--- config.mk ---
export PLATFORM = sky130hd
export DESIGN_NAME = product_accumulator
export DESIGN_NICKNAME = d
export VERILOG_FILES = /design/src/rtl/product_accumulator.sv
export SDC_FILE = /design/constraint.sdc
export NUM_CORES = 1
export LEC_CHECK = 0
export ABC_AREA = 1
export CORE_ASPECT_RATIO = 1.75
export CORE_MARGIN = 2
export CORE_UTILIZATION = 33
export CTS_BUF_LIST = sky130_fd_sc_hd__clkbuf_8
export CTS_CLUSTER_DIAMETER = 30
export CTS_CLUSTER_SIZE = 24
export DETAILED_ROUTE_END_ITERATION = 12
export HOLD_SLACK_MARGIN = 0.03
export PLACE_DENSITY = 0.63
export SYNTH_ARGS = -nofsm -noshare
export SYNTH_HDL_FRONTEND = slang
export SYNTH_SLANG_ARGS = --single-unit
--- constraint.sdc ---
create_clock -name clk -period 2.1 [get_ports clk]
set_input_delay 0.315 -clock clk [delete_from_list [all_inputs] [get_ports clk]]
set_output_delay 0.315 -clock clk [all_outputs]
set_load 0.03 [all_outputs]
--- src/rtl/product_accumulator.sv ---
// Multiply-accumulate back end: sums the 16-bit products of one frame into a
// saturating accumulator and holds the result until the consumer accepts it.
module product_accumulator #(
  parameter int unsigned ACC_WIDTH = 24,
  parameter int unsigned MAX_TERMS = 16,
  localparam int unsigned CW = $clog2(MAX_TERMS + 1)
) (
  input  logic                 clk,
  input  logic                 rst_n,
  input  logic                 in_valid,
  output logic                 in_ready,
  input  logic [15:0]          in_product,
  input  logic                 in_last,
  output logic                 out_valid,
  input  logic                 out_ready,
  output logic [ACC_WIDTH-1:0] out_sum,
  output logic [CW-1:0]        out_count,
  output logic                 out_overflow
);

  localparam int unsigned SW = ACC_WIDTH + 1;

  typedef enum logic {
    ACCUM = 1'b0,
    DONE  = 1'b1
  } state_t;

  state_t               state_q, state_d;
  logic [ACC_WIDTH-1:0] acc_q, acc_d;
  logic [CW-1:0]        count_q, count_d;
  logic                 ovf_q, ovf_d;
  logic [SW-1:0]        sum_ext;
  logic [CW-1:0]        count_inc;

  // State and datapath registers
  always_ff @(posedge clk or negedge rst_n) begin
    if (!rst_n) begin
      state_q <= ACCUM;
      acc_q   <= '0;
      count_q <= '0;
      ovf_q   <= 1'b0;
    end else begin
      state_q <= state_d;
      acc_q   <= acc_d;
      count_q <= count_d;
      ovf_q   <= ovf_d;
    end
  end

  // Next state: the extra sum bit is the carry out that signals saturation
  always_comb begin
    state_d   = state_q;
    acc_d     = acc_q;
    count_d   = count_q;
    ovf_d     = ovf_q;
    sum_ext   = {1'b0, acc_q} + SW'(in_product);
    count_inc = count_q + CW'(1);
    case (state_q)
      ACCUM: begin
        if (in_valid) begin
          if (sum_ext[ACC_WIDTH]) begin
            acc_d = '1;
            ovf_d = 1'b1;
          end else begin
            acc_d = sum_ext[ACC_WIDTH-1:0];
          end
          count_d = count_inc;
          if (in_last || (count_inc == CW'(MAX_TERMS))) begin
            state_d = DONE;
          end
        end
      end
      DONE: begin
        if (out_ready) begin
          acc_d   = '0;
          count_d = '0;
          ovf_d   = 1'b0;
          state_d = ACCUM;
        end
      end
      default: state_d = ACCUM;
    endcase
  end

  assign in_ready     = (state_q == ACCUM);
  assign out_valid    = (state_q == DONE);
  assign out_sum      = acc_q;
  assign out_count    = count_q;
  assign out_overflow = ovf_q;

endmodule
==> summary.txt <==
Logic synthesis
  – Netlist cell types: 35
  – Area leader, netlist: dfrtp_1
  – Post-synthesis register bit count: 31
  – Synth Net Count: 466
  – Most frequent cell after synthesis: nand2_1
  – Synth Instances: approximately 430
  – Post-Syn Area: around 2700 um^2
  – Post-synth EDFFs: 0
  – Syn_area_per_cell: 6.29 um^2
  – Register area share after synthesis: 0.290
  – Fraction of registers with async set/reset: 1.00
  – Most frequent cells after synthesis: 168 x nand2_1, 59 x inv_1, 39 x nand3_1
  – Top-area cell type share of the netlist area: 0.290
  – Main area contributors after synthesis: dfrtp_1 29%, nand2_1 24%, ha_1 8.4%
  – Main synth FF type: dfrtp_1
  – YS warnings: 0

Power
  – Final Power: 0.00494 W
  – Clock power share: 0.130
  – LEAKAGE: 1.97 nW
  – Logic pwr share: 0.658
  – Pwr per Cell Area: 1310 nW/um^2
  – Sequential group share of total power: 0.212
  – Sw Pwr: 0.00237 W
  – P_int: 0.00257 W
  – Maximum vdd ir drop: between 500 and 600 uV
  – Sw Share: 0.479

STA
  – Total negative slack: 0 ps
  – Peak Freq: around 0.5 GHz
  – Minimum clock period after layout: 2030 ps
  – Setup violators final: 0
  – RSZ-0062 raised after global routing: yes
  – Tcrit/Tclk final: 0.965
  – Skew final: 8.37 ps
  – Hold slack: about 420 ps
  – Slew HR: 0.722
  – Worst-Margin Slew: 417 ps
  – Final Slew Violations: 0
  – Hold Fails Final Rpt: 0

Floorplan
  – Initial Util: 0.339
  – Num rows: 43
  – Die Y: roughly 120 um
  – Core footprint: 7910 um^2
  – DIE WIDTH: roughly 70 um
  – Die area: 8880 um^2
  – # IOs: 53

Clocking
  – Clk buf depth: 2
  – Clock sink count: 31
  – Worst-path clk slew: 80 ps
  – Latest clock arrival within the worst-skew pair: 300 ps
  – Root buffer cell: clkbuf_8
  – CTS tree: built
  – Hold_buf cts: 0
  – H-tree level count: 2
  – Num CTS Buffers: 5

Run
  – Maxcap violations: 0

Detailed routing
  – Drc violations: 0
  – DR vias/cell: around 4.9
  – Antenna Nets Post-Route: 0
  – Vias: 2984
  – DRT Wirelength: 8050 um
  – DR WL/cell: ~13 um
  – 1st-iter DRT viols: 173
  – Initial DRT Pass Iterations: 4

Hold path
  – Worst Hold Class: input pin to asynchronous set/reset pin

Critical path
  – FF-to-FF End: out_sum[6]
  – Critical path endpoint category: flip-flop
  – Worst Setup Start Kind: input pin
  – R2r startpoint: out_sum[0]
  – Setup crit end: out_sum[6]
  – Worst-case reg-to-reg path depth: 10
  – Worst Path Required: 2280 ps
  – R2R setup slack: 90 ps
  – Crit path kind: input pin to flip-flop
  – CP arrival: 2210 ps
  – Critical path startpoint: in_product[0]
  – Maximum fanout along the worst path: 3

Placed design
  – PortBufs: 52
  – GP Congestion: 0.930
  – Post-DP Area: 3550 um^2
  – Post-DP HPWL: 6280 um

Run status
  – Status: finished clean

Global route
  – Grt ovf: 0
  – Total global-route track usage: 0.190
  – Initial antenna violation count: 0
  – First-pass GRT wire length: 13100 um
  – Largest net degree at the start of global routing: 32
  – Number of global-route vias before repair: slightly below 3000

Cells and area
  – Final Cell Area: 3780 um^2
  – Ant. Diodes: 0
  – Final Util: 0.478
  – Fillcell total: 830
  – Layout area overhead: 41.2%
  – Share of cells above drive strength 1: 0.156
  – Area of the multi-input gates: 1710 um^2
  – Register Area: 776 um^2
  – Final Net Count: 558
[per-stage QoR]
step	std cells	worst slack (ps)
after floorplan	426	49.3
after global placement	598	-305
after detailed placement	598	-369
after CTS	608	33.9
after global routing	609	-27.6
final	609	72.6
[area by class of cell]
type                            count  share of cell area
Tap cell                           90              0.0298
Timing Repair Buffer               90               0.215
Sequential cell                    31               0.205
Clock buffer                        6              0.0218
Clock inverter                      2             0.00926
Multi-Input combinational cell    323               0.453
Inverter                           67              0.0665
[cell usage in the layout, fill, tap and decap left out, types with 4 or more instances in the layout]
| master | Yosys | routed |
|---|---|---|
| inv_1 | 59 | 59 |
| or2_2 | 4 | 4 |
| nand4_1 | 7 | 7 |
| nand3_1 | 39 | 35 |
| nand2_1 | 168 | 163 |
| ha_1 | 18 | 16 |
| nand2_2 | 2 | 5 |
| buf_4 | 0 | 36 |
| inv_2 | 8 | 8 |
| nand3b_1 | 5 | 5 |
| o21ai_0 | 9 | 9 |
| clkbuf_8 | 0 | 6 |
| a21oi_1 | 11 | 10 |
| o21ai_1 | 4 | 4 |
| nor2_1 | 32 | 31 |
| dfrtp_1 | 31 | 31 |
| clkdlybuf4s50_1 | 0 | 52 |
[cell families after synthesis]
logic type | after synthesis | share of synthesized area
adder cells (fa/ha/maj) | 19 | 0.0915
AO/OA/AOI/OAI | 35 | 0.0771
XOR/XNOR | 3 | 0.00981
flip-flops | 31 | 0.290
buffers and inverters | 73 | 0.106
AND/OR/NAND/NOR | 265 | 0.426
[metal layers]
layer	track usage	vias to the layer above	share of wire
met1	0.204	1385	0.38
met5	0	-	0
li1	-	1536	-
met4	0.0802	0	0.031
met2	0.367	47	0.57
met3	0.0171	16	0.023
[power groups by stage]
stage	Combinational, W	Clock, W	Sequential, W
finish	0.00325	0.000644	0.00105
global placement	0.00310	0	0.00105
CTS	0.00315	0.000655	0.00105
floorplan	0.00147	0	0.00142
detailed placement	0.00312	0	0.00105
global route	0.00358	0.000683	0.00108
[flip-flops by register name (all words and copies together), names as in the netlist]
name / flops
out_valid: 1
out_count: 5
out_overflow: 1
out_sum: 24
[worst min path at each step]
stage / cells after the start / from / end
6_report: 2 / rst_n / out_sum[3]
5_1_grt: 2 / rst_n / out_sum[0]
4_1_cts: 2 / rst_n / out_sum[2]
3_5_place_dp: 2 / out_overflow / out_overflow
3_3_place_gp: 2 / out_sum[0] / out_sum[0]
2_1_floorplan: 0 / rst_n / out_count[0]
[repair_timing]
item / in CTS / in global routing
gates resized for setup: 1 / 19
endpoints found under the setup margin: 13 / 25
pin swaps: 0 / 4
cloned: 1 / 0
buffers inserted: 1 / 1
hold endpoints to repair: 0 / 0
[critical path: stages]
cell and delay (ps):
clkdlybuf4s50_1 400, ha_2 200, fa_2 410, nand2_2 100
nand2_4 70, nand3_2 90, nand2_4 70, buf_4 130
or2_2 260, nand3_1 70, nand3_1 80
Power figures use the tool's default switching activity.
